===== config.mk =====
export PLATFORM = sky130hd
export DESIGN_NAME = mem_access_sequencer
export DESIGN_NICKNAME = d
export VERILOG_FILES = /design/src/rtl/memseq_pkg.sv /design/src/rtl/memseq_rr_arb.sv /design/src/rtl/mem_access_sequencer.sv
export SDC_FILE = /design/constraint.sdc
export NUM_CORES = 1
export LEC_CHECK = 0
export CAP_MARGIN = 40
export CORE_MARGIN = 2
export CORE_UTILIZATION = 35
export CTS_BUF_LIST = sky130_fd_sc_hd__clkbuf_8
export DETAILED_ROUTE_END_ITERATION = 16
export GPL_ROUTABILITY_DRIVEN = 1
export PLACE_DENSITY = 0.73
export SKIP_CTS_REPAIR_TIMING = 1
export SLEW_MARGIN = 15
export SYNTH_ARGS = -nofsm -noshare
export SYNTH_HDL_FRONTEND = slang
export SYNTH_SLANG_ARGS = --single-unit
export TNS_END_PERCENT = 1

===== constraint.sdc =====
create_clock -name clock -period 2.6 [get_ports clock]
set_input_delay 0.78 -clock clock [delete_from_list [all_inputs] [get_ports clock]]
set_output_delay 0.78 -clock clock [all_outputs]
set_load 0.01 [all_outputs]

===== src/rtl/memseq_pkg.sv =====
// ============================================================================
// Module : memseq_pkg
// Brief  : Shared types and constants for the memory access sequencer:
//          FSM state encoding, requester identifiers and the default
//          memory read latency.
// Rev    : 1.0  initial release
// ============================================================================
`default_nettype none

package memseq_pkg;

    // Default number of memory read wait cycles (legal range 1..7).
    localparam int c_read_lat_default = 2;

    // Width of the read wait counter; holds READ_LAT-1, so at most 6.
    localparam int c_cnt_w = 3;

    typedef enum logic [1:0] {
        ST_IDLE    = 2'd0,
        ST_RD_WAIT = 2'd1,
        ST_WR      = 2'd2,
        ST_RESP    = 2'd3
    } state_t;

    typedef enum logic {
        REQ_IF = 1'b0,
        REQ_LS = 1'b1
    } req_id_t;

endpackage

`default_nettype wire


===== src/rtl/memseq_rr_arb.sv =====
// ============================================================================
// Module : memseq_rr_arb
// Brief  : Two-way round-robin arbiter between the fetch (IF) and load/store
//          (LS) requesters. Grants are combinational while i_enable is high;
//          the last-granted register advances only when a grant is issued.
// Ports  : clock, reset      - clock, synchronous active-high reset
//          i_enable          - sequencer can accept a transaction this cycle
//          i_if_req/i_ls_req - request levels
//          o_if_gnt/o_ls_gnt - one-hot grant (both 0 when disabled)
//          o_winner          - requester selected by the round-robin decision
// Rev    : 1.0  initial release
// ============================================================================
`default_nettype none

module memseq_rr_arb
    import memseq_pkg::*;
(
    input  logic    clock,
    input  logic    reset,
    input  logic    i_enable,
    input  logic    i_if_req,
    input  logic    i_ls_req,
    output logic    o_if_gnt,
    output logic    o_ls_gnt,
    output req_id_t o_winner
);

    req_id_t r_last;
    req_id_t w_winner;

    // Under contention the requester that did not win last time goes next;
    // a lone requester always wins.
    always_comb begin
        w_winner = REQ_IF;
        if (i_if_req && i_ls_req) begin
            if (r_last == REQ_IF) begin
                w_winner = REQ_LS;
            end else begin
                w_winner = REQ_IF;
            end
        end else if (i_ls_req) begin
            w_winner = REQ_LS;
        end
    end

    assign o_if_gnt = i_enable && i_if_req && (w_winner == REQ_IF);
    assign o_ls_gnt = i_enable && i_ls_req && (w_winner == REQ_LS);
    assign o_winner = w_winner;

    // Resetting to IF hands the first contended grant to LS.
    always_ff @(posedge clock) begin
        if (reset) begin
            r_last <= REQ_IF;
        end else if (o_if_gnt || o_ls_gnt) begin
            r_last <= w_winner;
        end
    end

endmodule

`default_nettype wire


===== src/rtl/mem_access_sequencer.sv =====
// ============================================================================
// Module : mem_access_sequencer
// Brief  : Serialises fetch reads and load/store accesses onto one memory
//          port. IDLE grants one requester (round-robin), then RD_WAIT for
//          READ_LAT cycles or WR for one cycle, then RESP pulses the owner's
//          done and returns to IDLE.
// Ports  : clock, reset                 - clock, synchronous active-high reset
//          if_req/if_addr/if_gnt/if_done - fetch port (always reads)
//          ls_req/ls_we/ls_addr/ls_wdata/ls_gnt/ls_done - load/store port
//          rdata                        - registered read data
//          mem_addr/mem_wr/mem_wdata/mem_rdata - memory port
//          busy, state_out              - status
//          stall_cnt                    - only with MEMSEQ_PERF_CNT_EN: cycles
//                                         with a request pending but no grant,
//                                         saturating at 16'hFFFF
// Config : `define MEMSEQ_PERF_CNT_EN to add the stall counter.
// Rev    : 1.0  initial release
// ============================================================================
`default_nettype none

module mem_access_sequencer
    import memseq_pkg::*;
#(
    parameter int READ_LAT = c_read_lat_default
) (
    input  logic        clock,
    input  logic        reset,
    input  logic        if_req,
    input  logic [31:0] if_addr,
    output logic        if_gnt,
    output logic        if_done,
    input  logic        ls_req,
    input  logic        ls_we,
    input  logic [31:0] ls_addr,
    input  logic [31:0] ls_wdata,
    output logic        ls_gnt,
    output logic        ls_done,
    output logic [31:0] rdata,
    output logic [31:0] mem_addr,
    output logic        mem_wr,
    output logic [31:0] mem_wdata,
    input  logic [31:0] mem_rdata,
    output logic        busy,
    output logic [1:0]  state_out
`ifdef MEMSEQ_PERF_CNT_EN
    ,
    output logic [15:0] stall_cnt
`endif
);

    localparam logic [c_cnt_w-1:0] c_lat_m1 = c_cnt_w'(READ_LAT - 1);

    state_t               r_state;
    state_t               w_next_state;
    logic [c_cnt_w-1:0]   r_cnt;
    logic [31:0]          r_addr;
    logic [31:0]          r_wdata;
    logic [31:0]          r_rdata;
    req_id_t              r_owner;

    logic                 w_if_gnt;
    logic                 w_ls_gnt;
    req_id_t              w_winner;
    logic                 w_accept;
    logic                 w_sel_we;
    logic [31:0]          w_sel_addr;
    logic                 w_rd_last;
    logic                 w_mem_wr;
    logic                 w_busy;
    logic                 w_if_done;
    logic                 w_ls_done;

    // Reset gates the grant so nothing is accepted while reset is held.
    memseq_rr_arb u_arb (
        .clock    (clock),
        .reset    (reset),
        .i_enable ((r_state == ST_IDLE) && !reset),
        .i_if_req (if_req),
        .i_ls_req (ls_req),
        .o_if_gnt (w_if_gnt),
        .o_ls_gnt (w_ls_gnt),
        .o_winner (w_winner)
    );

    assign w_accept   = w_if_gnt || w_ls_gnt;
    // The fetch port never writes, whatever ls_we happens to be.
    assign w_sel_we   = (w_winner == REQ_LS) ? ls_we : 1'b0;
    assign w_sel_addr = (w_winner == REQ_LS) ? ls_addr : if_addr;
    assign w_rd_last  = (r_state == ST_RD_WAIT) && (r_cnt == '0);

    always_ff @(posedge clock) begin
        if (reset) begin
            r_state <= ST_IDLE;
            r_cnt   <= '0;
            r_addr  <= '0;
            r_wdata <= '0;
            r_rdata <= '0;
            r_owner <= REQ_IF;
        end else begin
            r_state <= w_next_state;
            if (w_accept) begin
                r_addr  <= w_sel_addr;
                r_owner <= w_winner;
                r_cnt   <= c_lat_m1;
                if (w_winner == REQ_LS) begin
                    r_wdata <= ls_wdata;
                end
            end else if ((r_state == ST_RD_WAIT) && (r_cnt != '0)) begin
                r_cnt <= r_cnt - 1'b1;
            end
            if (w_rd_last) begin
                r_rdata <= mem_rdata;
            end
        end
    end

    always_comb begin
        w_next_state = r_state;
        w_mem_wr     = 1'b0;
        w_busy       = 1'b1;
        w_if_done    = 1'b0;
        w_ls_done    = 1'b0;
        case (r_state)
            ST_IDLE: begin
                w_busy = 1'b0;
                if (w_accept) begin
                    w_next_state = w_sel_we ? ST_WR : ST_RD_WAIT;
                end
            end
            ST_RD_WAIT: begin
                if (w_rd_last) begin
                    w_next_state = ST_RESP;
                end
            end
            ST_WR: begin
                w_mem_wr     = 1'b1;
                w_next_state = ST_RESP;
            end
            ST_RESP: begin
                w_if_done    = (r_owner == REQ_IF);
                w_ls_done    = (r_owner == REQ_LS);
                w_next_state = ST_IDLE;
            end
            default: begin
                w_next_state = ST_IDLE;
            end
        endcase
    end

    assign if_gnt    = w_if_gnt;
    assign ls_gnt    = w_ls_gnt;
    assign if_done   = w_if_done;
    assign ls_done   = w_ls_done;
    assign rdata     = r_rdata;
    assign mem_addr  = r_addr;
    assign mem_wdata = r_wdata;
    assign mem_wr    = w_mem_wr;
    assign busy      = w_busy;
    assign state_out = r_state;

`ifdef MEMSEQ_PERF_CNT_EN
    logic [15:0] r_stall_cnt;

    always_ff @(posedge clock) begin
        if (reset) begin
            r_stall_cnt <= '0;
        end else if ((if_req || ls_req) && !w_accept && (r_stall_cnt != 16'hFFFF)) begin
            r_stall_cnt <= r_stall_cnt + 16'd1;
        end
    end

    assign stall_cnt = r_stall_cnt;
`endif

endmodule

`default_nettype wire


Word level (Yosys, flattened, before mapping)
Cells that the tools add are included.

Input port bits: 133. Output and inout bits: 104. Word-level logic and storage cells: 47. Bits in registers: 102.

Multiplexer cells: 15. Add/subtract/negate cells: 1. Bitwise gates (word level): 2. Eq/ne operators: 5. Reduce and logical (&&, ||, !) cells: 17.

Operators by type and width (count): 32-bit two-way mux (1); 1-bit two-way mux (10); 1-bit logical AND (8); 2-bit one-hot mux with 4 select lines (1); 2-bit two-way mux (3); 2-bit equality test, second input constant (2); 2-bit inequality test, second input constant (2); 2-bit AND reduction (2); 3-bit logical NOT (1); 3-bit nonzero test (1); 3-bit by 1-bit subtractor with 3-bit output, second input constant (1); 2-bit by 1-bit equality test with 1-bit output, second input constant (1); 2-bit logical NOT (1); 1-bit NOT (2); 2-bit nonzero test (1); 2-bit OR reduction (1); 1-bit logical NOT (1); 1-bit logical OR (1).

Longest topological paths before layout
Depth after elaboration: 7. Depth in mapped cells: 8. Mapped depth without buffers: 5.

Cells and area by module
From an unflattened synthesis, not the netlist that was laid out.

Cells, all modules: 479. Area, all modules: 4259.1 sq um.

By module, submodules not included: mem_access_sequencer (cells each 470, sequential area each 2042.0 sq um, area each 4182.8 sq um, times used 1); memseq_rr_arb (cells each 9, sequential area each 20.0 sq um, area each 76.3 sq um, times used 1).

Least setup slack after synthesis
Ideal clock, no wire load.

Kind: input to output. Start point: in reset. End point: out if_gnt. Path buffers: 3. Data required time: 1.820 ns. Stages: 6. Setup slack: 0.157 ns. Data arrival time: 1.663 ns. Cells stage by stage: buf_2 -> nor2b_2 -> buf_2 -> buf_2 -> nand2_1 -> nor2_1.

Word-level cells in the longest chain between the ends: 4.

Ends and longest elaborated chain: start, declared (RTL line mem_access_sequencer.sv:27) `input logic reset,`; 1-bit logical NOT (RTL line mem_access_sequencer.sv:77) `.i_enable ((r_state == ST_IDLE) && !reset),`; 1-bit logical AND (RTL line mem_access_sequencer.sv:77); 1-bit logical AND (2 in a row) (RTL line memseq_rr_arb.sv:46) `assign o_if_gnt = i_enable && i_if_req && (w_winner == REQ_IF);`; end, declared (RTL line mem_access_sequencer.sv:30) `output logic if_gnt,`.

Every way passes these cells.

Worst setup path after layout
Start point: in ls_req. End point: out ls_gnt.

Word-level cells in the longest chain between the ends: 3. Elaborated cells between the ends (all ways): 5. Those cells by class: mux (2); reduce/logical (3).

Ends and longest elaborated chain: start, declared (RTL line mem_access_sequencer.sv:32) `input logic ls_req,`; 1-bit two-way mux or 1-bit logical AND (tied branches) (RTL line memseq_rr_arb.sv:41, memseq_rr_arb.sv:35); 1-bit two-way mux (RTL line memseq_rr_arb.sv:35) `if (i_if_req && i_ls_req) begin`; 1-bit logical AND * (RTL line memseq_rr_arb.sv:47) `assign o_ls_gnt = i_enable && i_ls_req && (w_winner == REQ_LS);`; end, declared (RTL line mem_access_sequencer.sv:36) `output logic ls_gnt,`.

Every way passes the cells marked *; elsewhere a longest branch is shown, timed or not.

==> flow_metrics.env <==
export IMPL_fin_area_um2=7110
export IMPL_synth_seq_cells=102
export IMPL_min_delay_start="rdata[21]"
export IMPL_routed_via_density=4.95
export IMPL_fin_nets=846
export IMPL_clockBufferDepth=2
export IMPL_remaining_drc_errors=0
export IMPL_yosys_area_top_type="dfxtp_1"
export IMPL_fin_crit_sh_pct=98.7
export IMPL_worst_slack_ns=0.0347
export IMPL_top_usage_layer="met2"
export IMPL_slew_headroom_pct=47.9
export IMPL_clock_sinks=102
export IMPL_crit_type="input port to output port"
export IMPL_critPathTopFamily="buffers and inverters"
export IMPL_synth_area_leaders="dfxtp_1 47%, nand2_1 8.5%, a211oi_2 8.3%, mux2i_1 7.8%, a21oi_1 7.7%"
export IMPL_async_flop_share_pct=0
export IMPL_antenna_found_initial=0
export IMPL_fin_crit_ns=2.57
export IMPL_hold_path_class="register to register"
export IMPL_place_congestion=0.789
export IMPL_drt_iter0_drc=234
export IMPL_syn_cell_area_um2=4360
export IMPL_vias=4352
export IMPL_p_per_area_nw_per_um2=796
export IMPL_root_buffer="clkbuf_8"
export IMPL_grt_met3_usage_pct=6.07
export IMPL_die_h_um=116
export IMPL_maxCapViolCount=0
export IMPL_drive_gt1_share_pct=10.3
export IMPL_endpoint_kind="output port"
export IMPL_crit_fanout=5
export IMPL_required_ns=1.82
export IMPL_fmax_mhz=390
export IMPL_fin_skew_ns=0.0109
export IMPL_die_area_um2=13400
export IMPL_timing_rr_start="state_out[1]"
export IMPL_worstSetupStartpoint="ls_req"
export IMPL_grt_pass1_vias=4238
export IMPL_synthesis_nets=625
export IMPL_hold_ws_ns=0.459
export IMPL_clkLatencyLatePin_ns=0.36
export IMPL_rows=40
export IMPL_grt_ovfl_total=0
export IMPL_ys_warn_count=0
export IMPL_dpl_worst_slack_ns=-0.480
export IMPL_seq_area_um2=2040
export IMPL_grt_usage_pct=19.7
export IMPL_hold_viol_final=0
export IMPL_outcome="complete, no violations"
export IMPL_path_cells="clkdlybuf4s50_1 -> a21boi_4 -> and2_4 -> buf_2"
export IMPL_synth_common_cells="102 x dfxtp_1, 99 x nand2_1, 67 x a21oi_1"
export IMPL_vdd_ir_drop_max_mv=0.387
export IMPL_clk_pin_slew_worst_paths_ns=0.10
export IMPL_slowest_stage="clkdlybuf4s50_1"
export IMPL_setup_viol_count_final=0
export IMPL_p_leak_nw=2.60
export IMPL_critPathMaxStageDelay_ns=0.49
export IMPL_n_antenna_cell=0
export IMPL_dp_hpwl_mm=10.1
export IMPL_grt_max_degree=54
export IMPL_io_pins=237
export IMPL_syn_avg_cell_area_um2=8.98
export IMPL_multi_input_area_um2=2070
export IMPL_htree_num_levels=3
export IMPL_drt_wl_total_mm=13.6
export IMPL_rsz0062_at_grt="false"
export IMPL_max_slew_worst_pin_slew_ns=0.781
export IMPL_cts_tree="built"
export IMPL_coreArea_um2=12100
export IMPL_synthCells=485
export IMPL_ys_flop_type="dfxtp_1"
export IMPL_io_buffers=236
export IMPL_ant_nets=0
export IMPL_place_area_um2=6900
export IMPL_final_fill_count=1065
export IMPL_synth_edf_count=0
export IMPL_cp_buffers_inverters=2
export IMPL_tns_ns=0
export IMPL_use_met2_pct=33.6
export IMPL_wl_per_cell_um=15.5
export IMPL_critPathLaunchType="input port"
export IMPL_yosysUniqueCellTypes=36
export IMPL_area_delta_synth_final_pct=63.2
export IMPL_slew_violations=0
export IMPL_grt_pass1_wl_mm=20.9
export IMPL_die_w_um=116
export IMPL_initial_core_util_pct=36.1
export IMPL_dr_pass1_iters=4
export IMPL_seq_area_frac_synth_pct=46.9
export IMPL_synth_most_common_cell="dfxtp_1"
export IMPL_grt_use_met1_pct=22.9
export IMPL_crit_arrival_ns=1.79
export IMPL_cts_made_buffers=9
export IMPL_yosys_area_top_type_share_pct=46.9
-- kinds of logic after synthesis --
logic type,synth area share [%]
and+or+nand+nor,14.9
AOI/OAI and AO/OA,22.5
DFF,46.9
buffers and inverters,5.83
muxes,7.81
adders and majority gates,2.01
-- area by class of cell --
class | instances | share of cell area, %
Inverter | 7 | 0.370
Multi-Input combinational cell | 331 | 29.2
Sequential cell | 102 | 28.7
Clock inverter | 5 | 0.898
Tap cell | 168 | 2.96
Timing Repair Buffer | 255 | 35.7
Clock buffer | 11 | 2.13
-- worst min-delay path: stages, from the launching register on --
cell     delay, ns
dfxtp_1       0.32
nand2_1       0.05
a21oi_1       0.05
-- where the power goes --
group / total, mW / switching [mW] / internal, mW
clock network: 1.07 / 0.568 / 0.507
registers: 2.09 / 0.184 / 1.91
logic: 2.49 / 1.22 / 1.27
-- path summary, 6_finish.rpt --
path | to | slack, ns | depth (start not counted)
worst max-delay path | ls_gnt | 0.03 | 4
worst min-delay path | rdata[21] | 0.46 | 2
worst max register to register | mem_addr[20] | 0.74 | 7
worst min register to register | rdata[21] | 0.46 | 2
-- cells in the final DEF (no fill, tap or decap), types with 2 or more instances in the layout --
cell,n
inv_1,6
mux2i_1,34
inv_6,2
a211oi_2,29
nand2_1,99
nor2b_1,3
and2_4,2
nand2b_1,2
buf_12,2
a21oi_1,67
clkdlybuf4s50_1,231
dlymetal6s2s_1,2
clkbuf_8,11
buf_2,2
nor2_1,4
ha_1,7
o21ai_0,32
a211oi_1,3
nand3_1,33
a311oi_1,2
buf_4,16
dfxtp_1,102
-- per-layer routing --
metal | part of all wire (%) | vias to the layer above | wire length [um]
li1 | - | 2126 | -
met1 | 40 | 2009 | 5490
met2 | 48 | 191 | 6590
met3 | 9.1 | 26 | 1240
met4 | 2.4 | 0 | 326
met5 | 0 | - | 0
-- flip-flops by register name (all words and copies together) (netlist names) --
register / cells
rdata: 32
state_out: 2
mem_wdata: 32
r_owner: 1
mem_addr: 32
r_cnt: 3
-- per-stage QoR --
step / utilization (%) / total power, mW / instances
2_1_floorplan: - / 3.40 / 485
3_3_place_gp: 56.9 / 4.55 / 862
3_5_place_dp: 57.2 / 4.63 / 863
4_1_cts: 59.0 / 5.72 / 879
5_1_grt: 58.9 / 5.99 / 879
6_report: 58.9 / 5.66 / 879
(Power assumes the default switching activity.)
